**config.mk**
```make
export PLATFORM = sky130hd
export DESIGN_NAME = alu_div_unit
export DESIGN_NICKNAME = d
export VERILOG_FILES = /design/src/rtl/alu_div_pkg.sv /design/src/rtl/alu_div_unit_sign_adj.sv /design/src/rtl/alu_div_unit.sv
export SDC_FILE = /design/constraint.sdc
export NUM_CORES = 1
export LEC_CHECK = 0
export CAP_MARGIN = 30
export CORE_MARGIN = 8
export CORE_UTILIZATION = 45
export CTS_BUF_LIST = sky130_fd_sc_hd__clkbuf_4
export CTS_CLUSTER_SIZE = 28
export DETAILED_ROUTE_END_ITERATION = 8
export PLACE_DENSITY_LB_ADDON = 0.12
export RECOVER_POWER = 100
export SYNTH_ARGS = -nofsm -noshare
export SYNTH_HDL_FRONTEND = slang
export SYNTH_SLANG_ARGS = --single-unit
```
**constraint.sdc**
```tcl
create_clock -name clk -period 11.07 [get_ports clk]
set_input_delay 2.214 -clock clk [delete_from_list [all_inputs] [get_ports clk]]
set_output_delay 2.214 -clock clk [all_outputs]
set_load 0.01 [all_outputs]
```
**src/rtl/alu_div_pkg.sv**
```systemverilog
// Shared types and constants for the iterative RV64M divider.
package alu_div_pkg;
  localparam int DIV_ITER_D = 64;
  localparam int DIV_ITER_W = 32;

  typedef enum logic [1:0] {DIV = 2'd0, DIVU = 2'd1, REM = 2'd2, REMU = 2'd3} div_op_t;
  typedef enum logic [1:0] {IDLE = 2'd0, CALC = 2'd1, FIX = 2'd2, DONE = 2'd3} div_state_t;

  function automatic logic op_signed(input div_op_t op);
    return (op == DIV) || (op == REM);
  endfunction

  function automatic logic op_rem(input div_op_t op);
    return (op == REM) || (op == REMU);
  endfunction
endpackage

```
**src/rtl/alu_div_unit_sign_adj.sv**
```systemverilog
// Conditional two's-complement negate with optional low-half sign-extend.
module div_sign_adj #(
  parameter int XLEN = 64
) (
  input  logic [XLEN-1:0] val,
  input  logic            neg,
  input  logic            sext,
  output logic [XLEN-1:0] res
);
  localparam int H = XLEN / 2;

  logic [XLEN-1:0] mag;

  assign mag = neg ? -val : val;
  assign res = sext ? {{H{mag[H-1]}}, mag[H-1:0]} : mag;
endmodule

```
**src/rtl/alu_div_unit.sv**
```systemverilog
// Restoring integer divider for DIV/DIVU/REM/REMU and W forms, one quotient bit per cycle.
// Build option: ALU_DIV_EARLY_OUT_EN lets divide-by-zero and signed overflow skip CALC.
module alu_div_unit
  import alu_div_pkg::*;
#(
  parameter int XLEN = 64
) (
  input  logic            clk,
  input  logic            rst_n,
  input  logic            start_i,
  input  logic [1:0]      op_i,
  input  logic            word_i,
  input  logic [XLEN-1:0] a_i,
  input  logic [XLEN-1:0] b_i,
  input  logic            flush_i,
  output logic            busy_o,
  output logic            done_o,
  output logic [XLEN-1:0] result_o
);
  localparam int H  = XLEN / 2;
  localparam int CW = $clog2(DIV_ITER_D) + 1;

  div_state_t      state;
  div_op_t         op_q;
  logic            word_q, neg_q, neg_r, dz_q, ovf_q;
  logic [CW-1:0]   cnt;
  logic [XLEN-1:0] a_q, quo_q, rem_q, div_q;

  // Operand decode and absolute values (lane 0 = dividend, lane 1 = divisor)
  div_op_t                    op_in;
  logic                       sgn_in, sa, sb, dz_in, ovf_in;
  logic [1:0][XLEN-1:0]       opnd, opnd_abs;
  logic [1:0]                 opnd_neg;

  assign op_in    = div_op_t'(op_i);
  assign sgn_in   = op_signed(op_in);
  assign sa       = word_i ? a_i[H-1] : a_i[XLEN-1];
  assign sb       = word_i ? b_i[H-1] : b_i[XLEN-1];
  assign opnd     = {b_i, a_i};
  assign opnd_neg = {sgn_in & sb, sgn_in & sa};
  assign dz_in    = word_i ? (b_i[H-1:0] == '0) : (b_i == '0);
  assign ovf_in   = sgn_in & (word_i
                    ? ((a_i[H-1:0] == {1'b1, {(H-1){1'b0}}}) && (&b_i[H-1:0]))
                    : ((a_i == {1'b1, {(XLEN-1){1'b0}}}) && (&b_i)));

  generate
    for (genvar i = 0; i < 2; i++) begin : g_abs
      div_sign_adj #(.XLEN(XLEN)) u_abs (
        .val (opnd[i]),
        .neg (opnd_neg[i]),
        .sext(1'b0),
        .res (opnd_abs[i])
      );
    end
  endgenerate

  // One restoring step; the partial remainder never reaches 2^XLEN, so the
  // borrow out of the XLEN+1 bit difference is the "does not fit" flag.
  logic [XLEN:0] shl, diff;
  logic          ge;

  assign shl  = {rem_q, quo_q[XLEN-1]};
  assign diff = shl - {1'b0, div_q};
  assign ge   = ~diff[XLEN];

  // Result fix-up
  logic [XLEN-1:0] quo_fix, rem_fix, a_ext, q_sel, r_sel, res_nxt;

  div_sign_adj #(.XLEN(XLEN)) u_fix_q (.val(quo_q), .neg(neg_q), .sext(word_q), .res(quo_fix));
  div_sign_adj #(.XLEN(XLEN)) u_fix_r (.val(rem_q), .neg(neg_r), .sext(word_q), .res(rem_fix));
  div_sign_adj #(.XLEN(XLEN)) u_fix_a (.val(a_q),   .neg(1'b0),  .sext(word_q), .res(a_ext));

  always_comb begin
    q_sel = quo_fix;
    r_sel = rem_fix;
    if (dz_q) begin
      q_sel = '1;
      r_sel = a_ext;
    end else if (ovf_q) begin
      q_sel = a_ext;
      r_sel = '0;
    end
    res_nxt = op_rem(op_q) ? r_sel : q_sel;
  end

  always_ff @(posedge clk or negedge rst_n) begin
    if (!rst_n) begin
      state    <= IDLE;
      op_q     <= DIV;
      word_q   <= 1'b0;
      neg_q    <= 1'b0;
      neg_r    <= 1'b0;
      dz_q     <= 1'b0;
      ovf_q    <= 1'b0;
      cnt      <= '0;
      a_q      <= '0;
      quo_q    <= '0;
      rem_q    <= '0;
      div_q    <= '0;
      busy_o   <= 1'b0;
      done_o   <= 1'b0;
      result_o <= '0;
    end else begin
      done_o <= 1'b0;
      if (state != IDLE && flush_i) begin
        state  <= IDLE;
        busy_o <= 1'b0;
      end else begin
        case (state)
          IDLE: if (start_i && !flush_i) begin
            op_q   <= op_in;
            word_q <= word_i;
            a_q    <= a_i;
            // W dividends sit in the top half so the shift always taps the MSB
            quo_q  <= word_i ? {opnd_abs[0][H-1:0], {H{1'b0}}} : opnd_abs[0];
            div_q  <= word_i ? {{H{1'b0}}, opnd_abs[1][H-1:0]} : opnd_abs[1];
            rem_q  <= '0;
            neg_q  <= sgn_in & (sa ^ sb);
            neg_r  <= sgn_in & sa;
            dz_q   <= dz_in;
            ovf_q  <= ovf_in;
            cnt    <= word_i ? CW'(DIV_ITER_W) : CW'(DIV_ITER_D);
            busy_o <= 1'b1;
`ifdef ALU_DIV_EARLY_OUT_EN
            state  <= (dz_in || ovf_in) ? FIX : CALC;
`else
            state  <= CALC;
`endif
          end
          CALC: begin
            rem_q <= ge ? diff[XLEN-1:0] : shl[XLEN-1:0];
            quo_q <= {quo_q[XLEN-2:0], ge};
            cnt   <= cnt - CW'(1);
            if (cnt == CW'(1)) state <= FIX;
          end
          FIX: begin
            result_o <= res_nxt;
            done_o   <= 1'b1;
            state    <= DONE;
          end
          DONE: begin
            busy_o <= 1'b0;
            state  <= IDLE;
          end
          default: state <= IDLE;
        endcase
      end
    end
  end
endmodule

```
Word-level counts from Yosys, hierarchy flattened --
Index checks and enable logic that the tools add are counted.
Storage, ports and cells: register bits after elaboration 338, output and inout port bits 66
Operators by class: $add $sub $neg 6, equality and inequality tests 12, multiplexer cells 35, bitwise logic cells 7, reductions and logical operators 21
Operator list (number):
- $mux W64 | 17
- $neg A64 Y64 | 4
- $pmux W64 S2 | 2
- $sub A65 B64 Y65 | 1
- $eq A64 B64 Y1 const B | 1
- $logic_not A64 Y1 | 1
- $reduce_and A64 Y1 | 1
- $eq A32 B32 Y1 const B | 1
- $logic_not A32 Y1 | 1
- $reduce_and A32 Y1 | 1
- $mux W7 | 2
- $pmux W7 S2 | 1
- $eq A2 B2 Y1 const B | 5
- $mux W1 | 8
- $pmux W2 S4 | 1
- $eq A7 B1 Y1 const B | 1
- $sub A7 B1 Y7 const B | 1
- $mux W2 | 3
- $ne A3 B3 Y1 const B | 2
- $reduce_and A2 Y1 | 3
- $reduce_and A3 Y1 | 2
- $and A1 B1 Y1 | 4
- $logic_and A1 B1 Y1 | 4
- $logic_not A2 Y1 | 2
- other kinds (9) | 12

Longest topological paths before layout --
Gate-level depths: netlist of run 1.
depth in word-level cells 7, mapped depth 15, mapped depth without buffers 13

Hierarchy --
A second synthesis of run 1 with hierarchy kept.
Unflattened totals: cells, all modules 3592, area total of the unflattened synthesis 29533.3 um^2
By module, submodules not included:
- alu_div_unit | times used 1, cells an instance 2312, area each 20380.8 um^2, seq. area each 8433.1 um^2
- div_sign_adj | times used 5, cells an instance 256, area each 1830.5 um^2, seq. area each 0.0 um^2

Least setup slack after synthesis of run 1 --
OpenSTA, ideal clock, no wires.
kind input to register, start input port a_i[6], end register quo_q[50], library setup time 119 ps, arrival 5097 ps, data required time 10951 ps, setup slack 5854 ps, stages on the path 12, cells stage by stage or4_1 > or4_1 > clkbuf_1 > nand4b_1 > or4_1 > clkbuf_1 > nor2b_1 > nor2_1 > xnor2_1 > o21ai_0 > o211ai_1 > o21a_1
On the way: cells in the longest elaborated chain, start to end 5
RTL lines:
- start, declared | RTL line alu_div_unit.sv:13 | input logic [XLEN-1:0] a_i,
- $neg A64 Y64 | RTL line alu_div_unit_sign_adj.sv:14 | assign mag = neg ? -val : val;
- $mux W64 | RTL line alu_div_unit_sign_adj.sv:14
- $mux W64 | RTL line alu_div_unit.sv:115 | quo_q <= word_i ? {opnd_abs[0][H-1:0], {H{1'b0}}} : opnd_abs[0];
- $mux W64 | RTL line alu_div_unit.sv:110 | IDLE: if (start_i && !flush_i) begin
- $pmux W64 S2 | RTL line alu_div_unit.sv:109 | case (state)
- end signal, assigned | RTL line alu_div_unit.sv:115
- end signal, assigned | RTL line alu_div_unit.sv:132 | quo_q <= {quo_q[XLEN-2:0], ge};
- end, declared | RTL line alu_div_unit.sv:27 | logic [XLEN-1:0] a_q, quo_q, rem_q, div_q;
No other way between the ends. The select of a mux whose other input is x is not followed. A chain may end at the register's enable or synchronous reset.

Final worst setup path of run 1 --
start input port flush_i, end register quo_q[62]
On the way: cells in the longest elaborated chain, start to end 4, elaborated cells on any way between the ends 6, those cells by class 1 x eq/ne; 1 x bitwise; 4 x reduce/logical
RTL lines:
- start, declared | RTL line alu_div_unit.sv:15 | input logic flush_i,
- $logic_not A1 Y1 | RTL line alu_div_unit.sv:110
- $logic_and A1 B1 Y1 | RTL line alu_div_unit.sv:110
- $ne A2 B2 Y1 (no source line)
- $reduce_and A3 Y1 (no source line) *
Mark *: on every way between the ends. The rest lies on a longest branch, timed or not.

==> flow_summary.yaml, run 1 <==
pwr:
  power.leakage_nw: 12.1
  power_density_nw_per_um2: 345
  ir_worst_vdd_uv: 292
logic_synthesis:
  synth_seq_area_share_pct: 33.2
  syn_area_um2: 25400
  synth_cells: 3125
  ys_warn_count: 0
  ys.flop_type: "dfrtp_1"
  synthTopCellsByArea: "dfrtp_1 33%, o21ai_0 7.2%, xnor2_1 5.6%"
  synth_top_area_cell: "dfrtp_1"
  synth_edf_count: 0
  avgSynthCellArea_um2: 8.14
  synthDominantCellAreaShare_pct: 33.2
  synth-seq-cells: 337
  syn-num-nets: 3336
  synth-async-reset-ratio_pct: 100
  synthDistinctLibCells: 79
layout:
  syn2layout_area_growth_pct: 14.6
  nNetsFinal: 3480
  most-common-layout-cells: "377 x nand2_1, 365 x o21ai_0, 334 x dfrtp_1, 222 x a21oi_1, 185 x nor2_1"
  utilization_pct: 51.9
  layout_commonest_cell: "nand2_1"
  drive_gt1_share_pct: 8.24
  instances_no_fill: 4099
timing:
  slew_headroom_pct: -170
  holdWs_ps: 476
  post-route-min-period_ps: 7670
  setup_violations: 0
  drv_slew: 652
  finalSetupTns_ps: 0
  setup_ws_ps: 3400
  clock_skew_ps: 69.9
  final-hold-violation-count: 0
  rsz0062_at_grt: "no"
  worst_pin_slew_ps: 4050
  fmax_mhz: 130
  fin_crit_sh_pct: 69.3
die:
  io_pins: 201
  fp-row-count: 87
  die_y_um: 254
  coreArea_um2: 56200
  start_util_pct: 45.3
  die_w_um: 254
  fp.dieArea_um2: 64400
route:
  avgViaCountPerCell: 6.11
  wl_per_cell_um: 23.4
  drtIter0Drc: 2359
  drc_errors: 0
  via_count: 25000
  drt-pass1-iter-count: 6
  postRouteAntennaNets: 0
  finalWirelength_um: 96000
min_path:
  min_from: "result_o[24]"
  min_delay_path_depth: 2
  holdCritPathClass: "flip-flop to flip-flop"
  holdPathEnd: "result_o[24]"
critical_path:
  ff2ff_setup_slack_ps: 4490
  cp-end-kind: "flip-flop"
  critPathSlowestCell: "clkbuf_1"
  timing.rr.end: "quo_q[62]"
  arrival_ps: 8240
  ff2ff_path_depth: 8
  required_ps: 11640
  r2r-start: "state[0]"
  worstPathCellList: "dlygate4sd3_1, inv_1, nand2_1, clkbuf_1, o21ai_0"
  crit_family: "buffers and inverters"
  crit_fanout: 99
  cp.buffers_inverters: 3
  max_stage_delay_ps: 2940
  criticalPathCategory: "input pin to flip-flop"
  critPathLaunchType: "input pin"
grt:
  met1_usage_pct: 39.7
  top_usage_layer: "met2"
  overflow: 0
  grt_max_degree: 106
  grtUsageMet3_pct: 5.10
  grt_pass1_vias: 24300
  antenna_found_initial: 4
  gr-usage-met2_pct: 44.7
  track_usage_pct: 29.1
  grt_pass1_wl_um: 146000
clocking:
  clockBufferDepth: 3
  insertion_delay_ps: 880
  clk_pin_slew_ps: 70
  cts-resized-gates: 0
  cts.sinks: 337
  post-cts-setup-buffer-count: 0
  cts_buffers: 97
  tritoncts: "built"
  cts.hold.buffers_added: 0
  htreeDepth: 3
  cts_root_buffer: "clkbuf_4"
placed_design:
  hpwl_um: 72200
  routabilityCongestion: 0.979
  pre_cts_slack_ps: 4510
  placedCellCount: 3924
  io_buffers: 200
outcome:
  status: "finished, violations left"
  failed_checks: "capacitance limit, slew limit"
flow_run:
  drv_cap: 11
## flip-flops by register name, indices dropped and copies added (netlist names), 2 cells and up
name / count
a_q: 64
cnt: 7
div_q: 64
quo_q: 64
rem_q: 64
result_o: 64
state: 2
## how the worst max path moves through the flow
stage	start	to	slack (ps)	depth (start not counted)
2_1_floorplan	a_i[6]	quo_q[50]	5850	12
3_3_place_gp	b_i[3]	div_q[60]	4550	11
3_5_place_dp	b_i[3]	div_q[60]	4510	11
4_1_cts	b_i[3]	div_q[60]	5390	11
5_1_grt	flush_i	quo_q[42]	2940	5
6_report	flush_i	quo_q[62]	3400	5
## report_power, final
| part | internal, W | switching [W] | total, W |
|---|---|---|---|
| Sequential | 0.00178 | 0.000675 | 0.00246 |
| Combinational | 0.00252 | 0.00386 | 0.00638 |
| Clock | 0.000620 | 0.000589 | 0.00121 |
| Total | 0.00493 | 0.00512 | 0.0101 |
## cells by family (layout without fill, tap and decap cells)
family	after synthesis	in the layout	share of synthesized area (%)
and+or+nand+nor	906	906	16.8
DFF	337	337	33.2
adders and majority gates	76	76	3.77
muxes	121	121	5.06
xor gates and xnor gates	307	307	10.6
other	0	4	0
buffers and inverters	337	551	5.01
AOI/OAI and AO/OA	1041	1041	25.6
## stage by stage
stage                     power (W)  area [um^2]
after floorplan             0.00675        25400
after global placement      0.00872        28000
after detailed placement    0.00879        28000
after CTS                    0.0100        29200
after global routing         0.0108        29100
final                        0.0101        29100
## synth_stat cells (38+ instances only)
cell and instances:
o21ai_0 364, nor2_1 186, nand4_1 43, xor2_1 145, clkbuf_1 174, o41ai_1 39, o22ai_1 38, nor3_1 47
or3_1 51, mux2_2 60, o31ai_1 85, dfrtp_1 337, a21o_1 41, inv_1 140, ha_1 75, mux2i_1 61
xnor2_1 162, nand2_1 377, a21oi_1 224
## area by class of cell
type	instances	area, um^2
clock buffers	139	1040
well taps	756	946
repair buffers	239	2260
flip-flops and latches	337	8440
clock inverters	30	180
diodes	4	10.0
fillers	5617	27000
inverters	143	537
multi-input cells	2451	15700
## worst register-to-register path: stages, from the launching register on
cell	delay, ps
dfrtp_1	420
inv_1	120
ha_1	350
inv_1	70
nand2_1	90
nand2_1	60
nand2_1	1640
clkbuf_1	2960
o21ai_0	610
## layer usage
metal / wire [um] / part of all wire, %
met1: 42600 / 44
met2: 42400 / 44
met3: 6560 / 6.8
met4: 4460 / 4.6
met5: 13 / 0.014
Note: power is estimated with default switching activity, not from simulation.
==> run 2, diff against run 1 <==
- clock period: 11.07 -> 7.45 ns (I/O delays scaled with it)
==> run 2 against run 1 <==
Compared with the run above:
- the flow finishes with violations (DRC, capacitance limit, slew limit)
- largest power group unchanged
- utilization is 0.13 points higher
- clock skew increased by 54 ps
- wire length is 0.70% higher
- critical path type unchanged
- combinational power up 50%
==> flow_summary.yaml, run 2 (synthesis results as in run 1) <==
die:
  start_util_pct: 45.3
  io_pins: 201
  die_w_um: 254
  fp.dieArea_um2: 64400
  fp-row-count: 87
  die_y_um: 254
  coreArea_um2: 56200
placed_design:
  hpwl_um: 72200
  io_buffers: 200
  place_area_um2: 28000
  pre_cts_slack_ps: 1530
  routabilityCongestion: 0.948
grt:
  antenna_found_initial: 4
  grt_pass1_wl_um: 147000
  track_usage_pct: 29.3
  overflow: 0
  grt_pass1_vias: 24300
  grt_max_degree: 134
layout:
  drive_gt1_share_pct: 8.52
  syn2layout_area_growth_pct: 14.9
  fillers: 5545
  layout_commonest_cell: "nand2_1"
  most-common-layout-cells: "377 x nand2_1, 367 x o21ai_0, 334 x dfrtp_1, 222 x a21oi_1, 185 x nor2_1"
  final_area_um2: 29200
  nNetsFinal: 3484
critical_path:
  worstPathCellList: "dlygate4sd3_1, inv_1, nand3_1, clkbuf_1, o21ai_0"
  critPathSlowestCell: "clkbuf_1"
  arrival_ps: 6120
  critPathLaunchType: "input pin"
  cp-end-kind: "flip-flop"
  criticalPathCategory: "input pin to flip-flop"
  max_stage_delay_ps: 2370
  crit_fanout: 55
  ff2ff_setup_slack_ps: 2360
  required_ps: 8020
clocking:
  cts-resized-gates: 0
  insertion_delay_ps: 930
  cts.hold.buffers_added: 0
  post-cts-setup-buffer-count: 0
  cts_buffers: 100
  cts.sinks: 337
  cts_root_buffer: "clkbuf_4"
  clockBufferDepth: 3
  clk_pin_slew_ps: 70
  tritoncts: "built"
  htreeDepth: 3
pwr:
  power.leakage_nw: 12.2
  ir_worst_vdd_uv: 445
  power_density_nw_per_um2: 514
  power_w: 0.0150
route:
  wl_per_cell_um: 23.5
  postRouteAntennaNets: 0
  finalWirelength_um: 96600
  avgViaCountPerCell: 6.10
  drt-pass1-iter-count: 9
  drtIter0Drc: 2434
  drc_errors: 3
  via_count: 25100
timing:
  post-route-min-period_ps: 5550
  fmax_mhz: 180
  slew_headroom_pct: -161
  clock_skew_ps: 124
  drv_slew: 575
  finalSetupTns_ps: 0
  final-hold-violation-count: 0
  setup_ws_ps: 1900
  holdWs_ps: 474
  fin_crit_sh_pct: 74.6
  setup_violations: 0
  rsz0062_at_grt: "no"
  worst_pin_slew_ps: 3910
outcome:
  status: "finished, violations left"
  failed_checks: "DRC, capacitance limit, slew limit"
flow_run:
  drv_cap: 9
min_path:
  holdCritPathClass: "flip-flop to flip-flop"
-- run 2: cell count changes in the layout (fill, tap and decap cells not counted), moves of 2 or more --
| cell | delta |
|---|---|
| clkbuf_1 | -2 |
| clkinv_4 | +3 |
| o21ai_0 | +2 |
| clkbuf_4 | +8 |
| bufinv_16 | -2 |
| o21ai_1 | -2 |
| diode_2 | +2 |
| clkinv_1 | +7 |
| clkbuf_2 | +2 |
-- run 2: worst paths after layout --
check,depth (start not counted),startpoint,end
min in group asynchronous,1,rst_n,a_q[32]
max in group asynchronous,3,rst_n,a_q[52]
min reg2reg,2,result_o[24],result_o[24]
max,5,flush_i,neg_r
max reg2reg,9,state[0],quo_q[15]
min,2,result_o[24],result_o[24]
-- run 2: final cells by class --
cell class	instances	area (um^2)	area share, %
multi-input combinational	2451	15700	53.8
sequential	337	8440	28.9
timing repair buffer	240	2280	7.82
clock buffer	147	1100	3.78
tap	756	946	3.24
inverter	143	537	1.84
clock inverter	37	165	0.565
antenna	6	15.0	0.0514
-- run 2: stage by stage --
stage | cells | util [%]
2_1_floorplan | 3125 | -
3_3_place_gp | 3922 | 49.8
5_1_grt | 4116 | 52.0
4_1_cts | 4108 | 52.1
3_5_place_dp | 3924 | 49.8
6_report | 4117 | 52.0
-- run 2: layer usage --
metal | wire, um | vias to the layer above | GRT usage [%]
met1 | 42300 | 12000 | 40.2
li1 | - | 11700 | -
met2 | 42400 | 1139 | 45.1
met3 | 7600 | 217 | 5.54
met5 | 12 | - | 0
met4 | 4340 | 2 | 12.5
-- run 2: where the power goes --
part / switching, W / leakage [nW] / internal, W / total, W
clock: 0.000897 / 0.753 / 0.000908 / 0.00180
sequential: 0.000978 / 4.26 / 0.00265 / 0.00362
combinational: 0.00582 / 7.19 / 0.00377 / 0.00959
total: 0.00770 / 12.2 / 0.00732 / 0.0150
-- run 2: critical path: cells and delay by family --
| kind | cells | cell delay (ps) |
|---|---|---|
| compound gates | 1 | 360 |
| simple gates | 1 | 1040 |
| buf+inv | 3 | 3200 |
